--- config.mk ---
export PLATFORM = sky130hd
export DESIGN_NAME = dll_coarse_tap_ctrl
export DESIGN_NICKNAME = d
export VERILOG_FILES = /design/src/rtl/dll_coarse_tap_ctrl.sv
export SDC_FILE = /design/constraint.sdc
export NUM_CORES = 1
export LEC_CHECK = 0
export ABC_AREA = 1
export CAP_MARGIN = 20
export CORE_ASPECT_RATIO = 1.25
export CORE_MARGIN = 2
export CORE_UTILIZATION = 40
export CTS_CLUSTER_DIAMETER = 120
export CTS_CLUSTER_SIZE = 12
export DETAILED_ROUTE_END_ITERATION = 12
export HOLD_SLACK_MARGIN = 0.15
export SYNTH_ARGS = -nofsm -noshare
export SYNTH_HDL_FRONTEND = slang
export SYNTH_SLANG_ARGS = --single-unit
--- constraint.sdc ---
create_clock -name clk -period 4.4 [get_ports clk]
set_input_delay 0.66 -clock clk [delete_from_list [all_inputs] [get_ports clk]]
set_output_delay 0.66 -clock clk [all_outputs]
set_load 0.005 [all_outputs]
--- src/rtl/dll_coarse_tap_ctrl.sv ---
// Coarse DLL tap controller: 3-step SAR search on phase-detector decisions,
// then up/down tracking until enough direction reversals declare lock.
module dll_coarse_tap_ctrl #(
   parameter int SETTLE_CYC = 4,
   parameter int LOCK_REV   = 4
) (
   input  logic       clk,
   input  logic       rst_n,
   input  logic       start,
   input  logic       pd_valid,
   input  logic       up,
   input  logic       dn,
   output logic [2:0] q,
   output logic [3:0] count,
   output logic       busy,
   output logic       locked
);

   typedef enum logic [1:0] {S_IDLE, S_SAR, S_TRACK, S_LOCKED} state_t;
   typedef enum logic [1:0] {DIR_NONE, DIR_INC, DIR_DEC} dir_t;

   localparam logic [3:0] SETTLE = 4'(SETTLE_CYC);
   localparam logic [3:0] REV_LOCK = 4'(LOCK_REV);

   state_t     r_state;
   dir_t       r_last;
   logic [1:0] r_bit;
   logic [3:0] r_settle;
   logic [3:0] r_rev;

   logic       w_inc, w_dec, w_accept, w_rev;
   logic [2:0] w_sar_q;
   logic [3:0] w_rev_next, w_rev_count;

   assign w_inc    = up & ~dn;
   assign w_dec    = dn & ~up;
   assign w_accept = pd_valid && (r_settle == 4'd0);
   assign w_rev    = (w_inc && r_last == DIR_DEC) || (w_dec && r_last == DIR_INC);

   assign w_rev_next  = (r_rev == 4'd15) ? 4'd15 : r_rev + 4'd1;
   assign w_rev_count = (w_rev_next > 4'd12) ? 4'd15 : w_rev_next + 4'd3;

   // Trial value for the current SAR bit: DEC drops it, the next lower bit is tried.
   always_comb begin
      w_sar_q = q;
      if (w_dec) w_sar_q[r_bit] = 1'b0;
      if (r_bit != 2'd0) w_sar_q[r_bit - 2'd1] = 1'b1;
   end

   // NOTE: reset is sampled only on the clock edge and every state register
   // uses non-blocking assignment, so all branches see the pre-edge values.
   always_ff @(posedge clk) begin
      if (!rst_n) begin
         r_state  <= S_IDLE;
         r_last   <= DIR_NONE;
         r_bit    <= 2'd2;
         r_settle <= 4'd0;
         r_rev    <= 4'd0;
         q        <= 3'd4;
         count    <= 4'd0;
         busy     <= 1'b0;
         locked   <= 1'b0;
      end else if (start) begin
         r_state  <= S_SAR;
         r_last   <= DIR_NONE;
         r_bit    <= 2'd2;
         r_settle <= SETTLE;
         r_rev    <= 4'd0;
         q        <= 3'b100;
         count    <= 4'd0;
         busy     <= 1'b1;
         locked   <= 1'b0;
      end else begin
         if (r_settle != 4'd0) r_settle <= r_settle - 4'd1;
         case (r_state)
            S_SAR: begin
               if (w_accept) begin
                  q        <= w_sar_q;
                  count    <= count + 4'd1;
                  r_settle <= SETTLE;
                  if (r_bit == 2'd0) r_state <= S_TRACK;
                  else r_bit <= r_bit - 2'd1;
               end
            end
            S_TRACK: begin
               if (r_rev >= REV_LOCK) begin
                  r_state <= S_LOCKED;
                  locked  <= 1'b1;
                  busy    <= 1'b0;
               end else if (w_accept && (w_inc || w_dec)) begin
                  r_last <= w_inc ? DIR_INC : DIR_DEC;
                  // Saturated moves leave q alone and must not restart settling.
                  if (w_inc && q != 3'd7) begin
                     q        <= q + 3'd1;
                     r_settle <= SETTLE;
                  end
                  if (w_dec && q != 3'd0) begin
                     q        <= q - 3'd1;
                     r_settle <= SETTLE;
                  end
                  if (w_rev) begin
                     r_rev <= w_rev_next;
                     count <= w_rev_count;
                  end
               end
            end
            default: ;
         endcase
      end
   end

endmodule
### After elaboration in Yosys (flattened, before gate mapping)

Index checks and enable logic that the tools add are counted.

| storage, ports and cells | value |
|---|---|
| bits in registers | 23 |
| input bits | 6 |

| operators by class | value |
|---|---|
| add/sub/neg operators | 7 |
| magnitude comparators | 6 |
| eq/ne operators | 16 |
| muxes and demuxes | 36 |
| bitwise operators | 10 |
| reduce and logical (&&, ||, !) cells | 29 |

Operator list:

| operator | count |
|---|---|
| two-way mux 4 bit | 12 |
| two-way mux 3 bit | 8 |
| one-hot mux 4 bit (2 select lines) | 2 |
| != test 3 bit, second input constant | 5 |
| != test 2 bit, second input constant | 6 |
| AND reduction 4 bit | 3 |
| AND reduction 5 bit | 2 |
| adder 4 x 1 -> 4 bit, second input constant | 2 |
| logical AND 1 bit | 8 |
| two-way mux 2 bit | 4 |
| nonzero test 2 bit | 4 |
| < comparator 2 x 3 -> 1 bit, second input constant | 2 |
| two-way mux 1 bit | 6 |
| one-hot mux 3 bit (2 select lines) | 1 |
| AND reduction 3 bit | 2 |
| nonzero test 3 bit | 2 |
| inverter 1 bit | 5 |
| adder 4 x 2 -> 4 bit, second input constant | 1 |
| demux 1 bit (select 2 bit) | 2 |
| equality test 2 x 1 -> 1 bit, second input constant | 2 |
| equality test 2 bit, second input constant | 2 |
| equality test 4 bit, second input constant | 1 |
| greater-or-equal comparator 2 x 1 -> 1 bit, second input constant | 2 |
| greater-or-equal comparator 4 x 3 -> 1 bit, second input constant | 1 |
| 16 further kinds | 19 |

### Longest topological paths before layout

Gate-level depths: netlist of run 1.

| logic depth | value |
|---|---|
| word-level depth | 11 |
| gate-level depth with buffers | 12 |
| depth with buffers taken out | 12 |

### Least setup slack after synthesis of run 1

Ideal clock, no wire load.

| path | value |
|---|---|
| path kind | input-to-reg |
| start | in up |
| end | reg q[1] |
| setup time | 0.117 ns |
| data arrival time | 1.739 ns |
| data required time | 4.283 ns |
| path slack | 2.543 ns |
| cell stages on the path | 9 |
| buffers on the path | 0 |
| cell sequence | inv_1 -> ha_1 -> nand2_1 -> fa_1 -> nand2_1 -> nand2_1 -> nand3_1 -> nand2_1 -> nor2_1 |

| between the ends | value |
|---|---|
| cells in the longest elaborated chain, start to end | 7 |
| elaborated cells on any way between the ends | 18 |

RTL lines:

| item | line | text |
|---|---|---|
| from (decl) | 11 | `input logic up,` |
| inverter 1 bit | 36 | `assign w_dec = dn & ~up;` |
| bitwise AND 1 bit | 36 |  |
| two-way mux 3 bit or logical AND 1 bit (tied branches) | 46, 97 |  |
| OR 3 bit (no line) or two-way mux 3 bit (tied branches) | - |  |
| two-way mux 3 bit, on equally long branches | 47, 90 |  |
| two-way mux 3 bit, on equally long branches | 77, 86 |  |
| one-hot mux 3 bit (2 select lines) | 75 | `case (r_state)` |
| to (signal assigned) | 78 | `q <= w_sar_q;` |
| to (signal assigned) | 94 | `q <= q + 3'd1;` |
| to (signal assigned) | 98 | `q <= q - 3'd1;` |
| to (decl) | 13 | `output logic [2:0] q,` |

Several ways; a longest one is shown, not always the timed one. The select of a mux whose other input is x is not followed.
A chain may end at the register's enable or synchronous reset.

### Final worst setup path of run 1

Same ends and word-level chain as after synthesis.

==> results.json, run 1 <==
{
  "vias": 1478,
  "min_path_cells": 2,
  "place.gp.congestion": 0.828,
  "final.setup.tns_ns": 0,
  "clock-sinks": 23,
  "die_h_um": 74.1,
  "antenna_found_initial": 0,
  "portBuffers": 14,
  "clkLatencyLatePin_ns": 0.27,
  "ys_types": 26,
  "wl_per_cell_um": 10.5,
  "yosysWarnings": 0,
  "hold_buffers": 0,
  "synth-seq-cells": 23,
  "cp-end-kind": "register",
  "setup_viol": 0,
  "layout.nets": 284,
  "first_global_vias": 1378,
  "final.period_utilization_pct": 49.6,
  "syn_area_sq_um": 1570,
  "synth_cells": 248,
  "dieArea_sq_um": 4460,
  "ir_worst_vdd_v": 0.000169,
  "ant_nets": 0,
  "clk_pin_slew_ns": 0.09,
  "r2r_setup_slack_ns": 2.34,
  "htree_levels": 1,
  "synth_top_area_share_pct": 29.3,
  "grt_pass1_wl_um": 5790,
  "core_area_sq_um": 3780,
  "start_kind": "input port",
  "tightest_slew_ns": 0.656,
  "multi_input_area_sq_um": 933,
  "outcome": "finished clean",
  "ys_seq_area_share_pct": 29.3,
  "detailedPlace.worstSlack_ns": 1.94,
  "ios": 15,
  "synth_common_cells": "nand2_1 (73), inv_1 (39), nor2_1 (26)",
  "leakagePower_nw": 0.879,
  "grt_max_degree": 20,
  "max_freq_mhz": 459,
  "synth-edff-count": 0,
  "finalHoldViolCount": 0,
  "fillers": 411,
  "async_flop_share_pct": 0,
  "syn_nets": 267,
  "start_util_pct": 41.6,
  "ff2ff_path_depth": 9,
  "hp-class": "register to register",
  "dp_hpwl_um": 2690,
  "cp_max_fo": 6,
  "grtUsageTotal_pct": 16.7,
  "final_max_slew_viol_count": 0,
  "crit_type": "input port to register",
  "power_density_nw_per_um2": 265,
  "antenna_cells": 0,
  "synth_ff_type": "dfxtp_1",
  "worst_ep_required_time_ns": 4.56,
  "yosys-top-cells-area": "dfxtp_1 (29%), nand2_1 (17%), ha_1 (9.5%)",
  "overflow": 0,
  "yosysMostFrequentCell": "nand2_1",
  "cts_tree": "built",
  "synthToLayoutAreaGrowth_pct": 14.7,
  "postCtsResizedCells": 0,
  "setup_slack_ns": 2.22,
  "place_area_sq_um": 1760,
  "rsz0062_at_grt": "no",
  "cts_buffers": 3,
  "drv_cap": 0,
  "cts_setup_buffers": 0,
  "dr.pass1.iters": 4,
  "finalCriticalPeriod_ns": 2.18,
  "drt_iter0_markers": 73,
  "final_layout_size_suffix_gt1_share_pct": 5.68,
  "max-slew-margin-rel_pct": 56.2,
  "drcViolationCount": 0,
  "syn_avg_cell_area_sq_um": 6.35,
  "clock-root-buffer": "clkbuf_8",
  "viasPerCell": 4.65,
  "die_w_um": 60.1,
  "regArea_sq_um": 460,
  "clockBufferDepth": 2,
  "worst_ep_arrival_time_ns": 2.34,
  "synth_top_area_cell": "dfxtp_1",
  "rows": 25,
  "design_area_sq_um": 1810,
  "finalWirelength_um": 3350,
  "skew_ns": 0.00650
}
==> through the flow <==
stage | power, W | instances | utilization (%) | hold slack (ns)
6_report | 0.000479 | 318 | 47.7 | 0.458
5_1_grt | 0.000512 | 318 | 47.7 | 0.484
4_1_cts | 0.000484 | 318 | 47.7 | 0.459
3_5_place_dp | 0.000350 | 314 | 46.5 | 0.445
3_3_place_gp | 0.000350 | 314 | 46.5 | 0.439
2_1_floorplan | 0.000318 | 248 | - | 0.447
==> cells in the final DEF (no fill, tap or decap), types with 2 or more instances in the layout <==
| cell | instances |
|---|---|
| o21ai_0 | 17 |
| nor2_2 | 2 |
| ha_1 | 12 |
| a21oi_1 | 20 |
| nand3_1 | 17 |
| nand2_1 | 73 |
| clkdlybuf4s50_1 | 14 |
| clkbuf_8 | 3 |
| inv_1 | 39 |
| nor2_1 | 26 |
| dfxtp_1 | 23 |
| nand2_2 | 3 |
==> power breakdown <==
part	internal, W	leakage (nW)	switching, W
clock network	0.0000633	0.0255	0.0000714
logic	0.0000494	0.667	0.0000677
registers	0.000218	0.187	0.00000889
==> state kept, by name, indices dropped and copies added (netlist names) <==
name / flops
r_last: 2
r_rev: 4
count: 4
r_settle: 4
q: 3
busy: 1
r_state: 2
r_bit: 2
locked: 1
==> final timing paths <==
path,start,end
setup / recovery,up,q[1]
hold / removal,locked,locked
setup reg to reg,r_state[0],count[1]
hold reg to reg,locked,locked
==> cell families after synthesis <==
logic type	count (synthesis)	synth area share (%)
fa+ha+maj	13	10.8
simple gates	128	34.7
buf+inv	43	11.4
flops	23	29.3
xor+xnor	2	1.11
compound gates	39	12.7
==> area by class of cell <==
| cell class | count | share of cell area (%) |
|---|---|---|
| repair buffers | 15 | 8.18 |
| flip-flops and latches | 23 | 25.5 |
| multi-input cells | 182 | 51.7 |
| clock inverters | 1 | 0.277 |
| inverters | 40 | 8.32 |
| clock buffers | 3 | 2.29 |
| well taps | 54 | 3.74 |
==> critical path, stage by stage <==
cell             delay [ns]
clkdlybuf4s50_1        0.42
inv_1                  0.07
ha_1                   0.25
nand2_1                0.12
fa_1                   0.50
nand2_1                0.05
nand2_1                0.10
nand3_1                0.07
nand2_1                0.07
nor2_1                 0.03
==> routing by layer <==
metal  global-route usage [%]  routed length (um)  vias up
met2                     30.2                1620       23
met5                        0                   0        -
met1                     20.0                1620      641
met4                     5.43                  38        0
met3                     2.43                  73        7
li1                         -                   -      807
(Power assumes the default switching activity.)
==> inputs of run 2 (changes only) <==
==> constraint.sdc (replaced) <==
create_clock -name clk -period 2.15 [get_ports clk]
set_input_delay 0.3225 -clock clk [delete_from_list [all_inputs] [get_ports clk]]
set_output_delay 0.3225 -clock clk [all_outputs]
set_load 0.005 [all_outputs]
==> run 2 against run 1 <==
Clock skew shrank 0.0029 ns; clock power grew 99%; count of clock-buffer cells in the layout grew 1; via count grew 2.8%; power grew 100%; largest power group unchanged; final cell count grew 0.63%; register-to-register slack lost 2.0 ns.
==> results.json, run 2 (synthesis gave the netlist of run 1 again) <==
{
  "outcome": "finished clean",
  "finalCriticalPeriod_ns": 1.86,
  "dp_hpwl_um": 2640,
  "portBuffers": 14,
  "clockBufferDepth": 2,
  "layout.nets": 286,
  "leakagePower_nw": 0.887,
  "clock-root-buffer": "clkbuf_8",
  "crit_type": "register to register",
  "start_kind": "register",
  "ant_nets": 0,
  "drt_iter0_markers": 83,
  "max_freq_mhz": 538,
  "clk_pin_slew_ns": 0.08,
  "drv_cap": 0,
  "cts_setup_buffers": 0,
  "overflow": 0,
  "design_area_sq_um": 1820,
  "htree_levels": 1,
  "critPathSlowestCell": "dfxtp_1",
  "final_max_slew_viol_count": 0,
  "detailedPlace.worstSlack_ns": 0.125,
  "antenna_found_initial": 0,
  "cts_buffers": 3,
  "fillers": 421,
  "vias": 1519,
  "finalWirelength_um": 3310,
  "worst_ep_arrival_time_ns": 2.03,
  "skew_ns": 0.00362,
  "drcViolationCount": 0,
  "met1_usage_pct": 21.6,
  "rsz0062_at_grt": "no",
  "top_usage_layer": "met2",
  "clkLatencyLatePin_ns": 0.26,
  "antenna_cells": 0,
  "die_w_um": 60.1,
  "dieArea_sq_um": 4460,
  "cp_max_fo": 6,
  "final_layout_size_suffix_gt1_share_pct": 6.02,
  "finalHoldViolCount": 0,
  "first_global_vias": 1408,
  "dr.pass1.iters": 4,
  "ff2ff_path_depth": 11,
  "worst_ep_required_time_ns": 2.32,
  "final.period_utilization_pct": 86.5,
  "most-common-layout-cells": "nand2_1 (73), inv_1 (39), nor2_1 (26)",
  "hold_buffers": 0,
  "place_area_sq_um": 1770,
  "min_path_cells": 2,
  "place.gp.congestion": 0.797,
  "use_met2_pct": 27.7,
  "setup_viol": 0,
  "path_cells": "ha_1 -> nand3_1 -> nand2_1 -> inv_1 -> ha_1 -> a21oi_1 -> nand2_1 -> nand2_1 -> nand2_1 -> nor2_1 -> nor2_1",
  "rows": 25,
  "synthToLayoutAreaGrowth_pct": 15.6,
  "crit_top_cell": "nand2_1",
  "clock-sinks": 23,
  "wl_per_cell_um": 10.3,
  "grtUsageMet3_pct": 2.09,
  "tightest_slew_ns": 0.359,
  "final.setup.tns_ns": 0,
  "mostFrequentLayoutCell": "nand2_1",
  "regArea_sq_um": 460,
  "reg.largest.list": "count: 4 flops, r_rev: 4 flops, r_settle: 4 flops",
  "cp-end-kind": "register",
  "hp-class": "register to register",
  "power_density_nw_per_um2": 537,
  "slowest_delay_ns": 0.42,
  "start_util_pct": 41.6,
  "multi_input_area_sq_um": 933,
  "grtUsageTotal_pct": 16.7,
  "core_area_sq_um": 3780,
  "grt_max_degree": 19,
  "max-slew-margin-rel_pct": 76.0,
  "die_h_um": 74.1,
  "viasPerCell": 4.75,
  "cts_tree": "built",
  "postCtsResizedCells": 0,
  "ios": 15,
  "ir_worst_vdd_v": 0.000297,
  "setup_slack_ns": 0.290,
  "grt_pass1_wl_um": 5870
}
-- run 2: cell types whose count changed in the layout (fill, tap and decap cells not counted) --
cell,before,now
clkbuf_1,0,1
buf_4,1,3
clkinv_2,1,0
-- run 2: power breakdown --
part           total [W]  internal (W)  switching (W)
sequential      0.000465      0.000447      0.0000177
combinational   0.000243      0.000103       0.000140
clock           0.000269      0.000132       0.000137
-- run 2: per-layer routing --
| metal | share of wire, % | vias up |
|---|---|---|
| li1 | - | 810 |
| met1 | 49 | 679 |
| met2 | 47 | 23 |
| met3 | 2.0 | 7 |
| met4 | 2.2 | 0 |
| met5 | 0 | - |
-- run 2: metrics by stage --
| step | hold WS [ns] | std cells | util (%) | power, W |
|---|---|---|---|---|
| floorplan | 0.447 | 248 | - | 0.000651 |
| global placement | 0.446 | 316 | 46.9 | 0.000718 |
| detailed placement | 0.451 | 316 | 46.9 | 0.000719 |
| CTS | 0.464 | 320 | 48.1 | 0.000994 |
| global route | 0.507 | 320 | 48.1 | 0.00104 |
| finish | 0.456 | 320 | 48.1 | 0.000976 |
-- run 2: area by class of cell --
type	instances	area share (%)
multi-input combinational	182	51.3
sequential	23	25.3
timing repair buffer	17	8.94
inverter	40	8.25
tap	54	3.71
clock buffer	4	2.48
-- run 2: worst paths after layout --
path	slack (ns)	end	from
worst max register to register	0.29	count[2]	r_rev[0]
worst max-delay path	0.29	count[2]	r_rev[0]
worst min-delay path	0.46	locked	locked
worst min register to register	0.46	locked	locked
-- run 2: critical path, delay by kind of cell (launching register included) --
kind                       cells  cell delay [ns]
DFF                            1             0.42
adders and majority gates      2             0.45
AOI/OAI and AO/OA              1             0.16
buffers and inverters          1             0.06
and+or+nand+nor                7             0.68
==> inputs of run 3 (changes only) <==
==> constraint.sdc (replaced) <==
create_clock -name clk -period 1.57 [get_ports clk]
set_input_delay 0.2355 -clock clk [delete_from_list [all_inputs] [get_ports clk]]
set_output_delay 0.2355 -clock clk [all_outputs]
set_load 0.005 [all_outputs]
==> run 3 against run 2 <==
Critical path depth is 2 lower; critical endpoint is now q[1]; critical path type unchanged; largest cell class unchanged; combinational power is 56% higher; non-clock buffer count is 17 higher; sequential power is 36% higher; count of clock-buffer cells in the layout stayed put; hold slack worse by 0.0037 ns; sequential share of layout area is 2.6 points lower; final area is 12% higher.
==> results.json, run 3 (synthesis gave the netlist of run 1 again) <==
{
  "first_global_vias": 1386,
  "start_util_pct": 41.6,
  "grt_max_degree": 18,
  "clock-root-buffer": "clkbuf_8",
  "design_area_sq_um": 2040,
  "hp-class": "register to register",
  "cts_tree": "built",
  "ant_nets": 0,
  "clkLatencyLatePin_ns": 0.27,
  "ios": 15,
  "mostFrequentLayoutCell": "nand2_1",
  "drv_cap": 0,
  "ff2ff_path_depth": 9,
  "worst_ep_arrival_time_ns": 1.65,
  "die_w_um": 60.1,
  "max-slew-margin-rel_pct": 81.4,
  "cp_max_fo": 3,
  "final_max_slew_viol_count": 0,
  "critPathSlowestCell": "fa_1",
  "outcome": "finished clean",
  "path_buf_inv": 1,
  "ir_worst_vdd_v": 0.000445,
  "grt_pass1_wl_um": 5590,
  "tightest_slew_ns": 0.276,
  "synthToLayoutAreaGrowth_pct": 29.7,
  "clockBufferDepth": 2,
  "final_layout_size_suffix_gt1_share_pct": 18.4,
  "worst_ep_required_time_ns": 1.74,
  "dieArea_sq_um": 4460,
  "leakagePower_nw": 0.976,
  "dr.pass1.iters": 4,
  "slowest_delay_ns": 0.51,
  "drt_iter0_markers": 43,
  "cts_buffers": 3,
  "portBuffers": 14,
  "setup_slack_ns": 0.0968,
  "min_path_cells": 2,
  "detailedPlace.worstSlack_ns": -0.334,
  "dp_hpwl_um": 2680,
  "drcViolationCount": 0,
  "max_freq_mhz": 679,
  "reg.largest.list": "count: 4 flops, r_rev: 4 flops, r_settle: 4 flops",
  "clock-sinks": 23,
  "layout.nets": 303,
  "worst-path-stages": 9,
  "crit_top_cell": "nand2_1",
  "overflow": 0,
  "cpLargestDelayFamily": "adder cells",
  "finalHoldViolCount": 0,
  "core_area_sq_um": 3780,
  "setup_viol": 0,
  "most-common-layout-cells": "nand2_1 (70), inv_1 (37), nor2_1 (25)",
  "rows": 25,
  "vias": 1547,
  "skew_ns": 0.00676,
  "start_kind": "register",
  "final.period_utilization_pct": 93.8,
  "cp-end-kind": "register",
  "wl_per_cell_um": 9.99,
  "rsz0062_at_grt": "yes",
  "antenna_found_initial": 0,
  "finalWirelength_um": 3370,
  "power_density_nw_per_um2": 677,
  "viasPerCell": 4.59,
  "fillers": 398,
  "die_h_um": 74.1,
  "place.gp.congestion": 0.804,
  "htree_levels": 1,
  "antenna_cells": 0,
  "clk_pin_slew_ns": 0.08,
  "path_cells": "inv_1 -> nand3_1 -> nand2_2 -> fa_1 -> nand2_1 -> nand2_1 -> nand3_1 -> nand2_1 -> nor2_1",
  "grtUsageTotal_pct": 16.5,
  "crit_type": "register to register",
  "finalCriticalPeriod_ns": 1.47,
  "place_area_sq_um": 1910
}
[run 3: cell types whose count changed in the layout (fill, tap and decap cells not counted), moves of 3 or more]
| cell | before | now |
|---|---|---|
| ha_2 | 0 | 4 |
| buf_4 | 3 | 19 |
| dfxtp_2 | 0 | 3 |
| ha_1 | 12 | 6 |
| dfxtp_1 | 23 | 20 |
| nand2_1 | 73 | 70 |
| nand2_2 | 3 | 6 |
[run 3: final timing paths]
| kind | startpoint | endpoint | slack (ns) |
|---|---|---|---|
| max | q[1] | q[1] | 0.1 |
| min | locked | locked | 0.45 |
| max reg2reg | q[1] | q[1] | 0.1 |
| min reg2reg | locked | locked | 0.45 |
[run 3: metrics by stage]
stage | total power [W] | TNS [ns] | hold slack, ns | util, % | std cells
CTS | 0.00140 | 0 | 0.454 | 52.5 | 337
detailed placement | 0.00101 | -4.29 | 0.443 | 50.5 | 332
floorplan | 0.000892 | 0 | 0.403 | - | 248
global placement | 0.00101 | -4.14 | 0.440 | 50.5 | 332
finish | 0.00138 | 0 | 0.452 | 54.0 | 337
global route | 0.00149 | -0.0154 | 0.483 | 54.0 | 337
[run 3: routing by layer]
metal | GRT usage (%) | wire length (um)
met1 | 19.0 | 1530
met2 | 29.8 | 1730
met3 | 2.09 | 51
met4 | 7.41 | 61
met5 | 0 | 0
[run 3: power breakdown]
part	switching [W]	internal (W)
clock network	0.000189	0.000182
registers	0.0000213	0.000612
logic	0.000206	0.000172
total	0.000417	0.000966
[run 3: worst min-delay path, delay by kind of cell (launching register included)]
kind / cells / cell delay (ns)
buf+inv: 1 / 0.05
compound gates: 1 / 0.05
flops: 1 / 0.32
[run 3: cell type report]
type	instances	area, sq um	share of cell area [%]
clock buffers	4	45.0	2.21
inverters	40	150	7.35
multi-input cells	182	1010	49.5
flip-flops and latches	23	464	22.7
well taps	54	67.6	3.31
repair buffers	34	304	14.9
[run 3: what timing repair did]
| item | in CTS | in global routing |
|---|---|---|
| setup endpoints to repair | 7 | 13 |
| setup buffers | 1 | 0 |
| resized for setup | 6 | 18 |
| pin swaps | 3 | 2 |
| cloned | 0 | 0 |
| hold buffers | 0 | 0 |
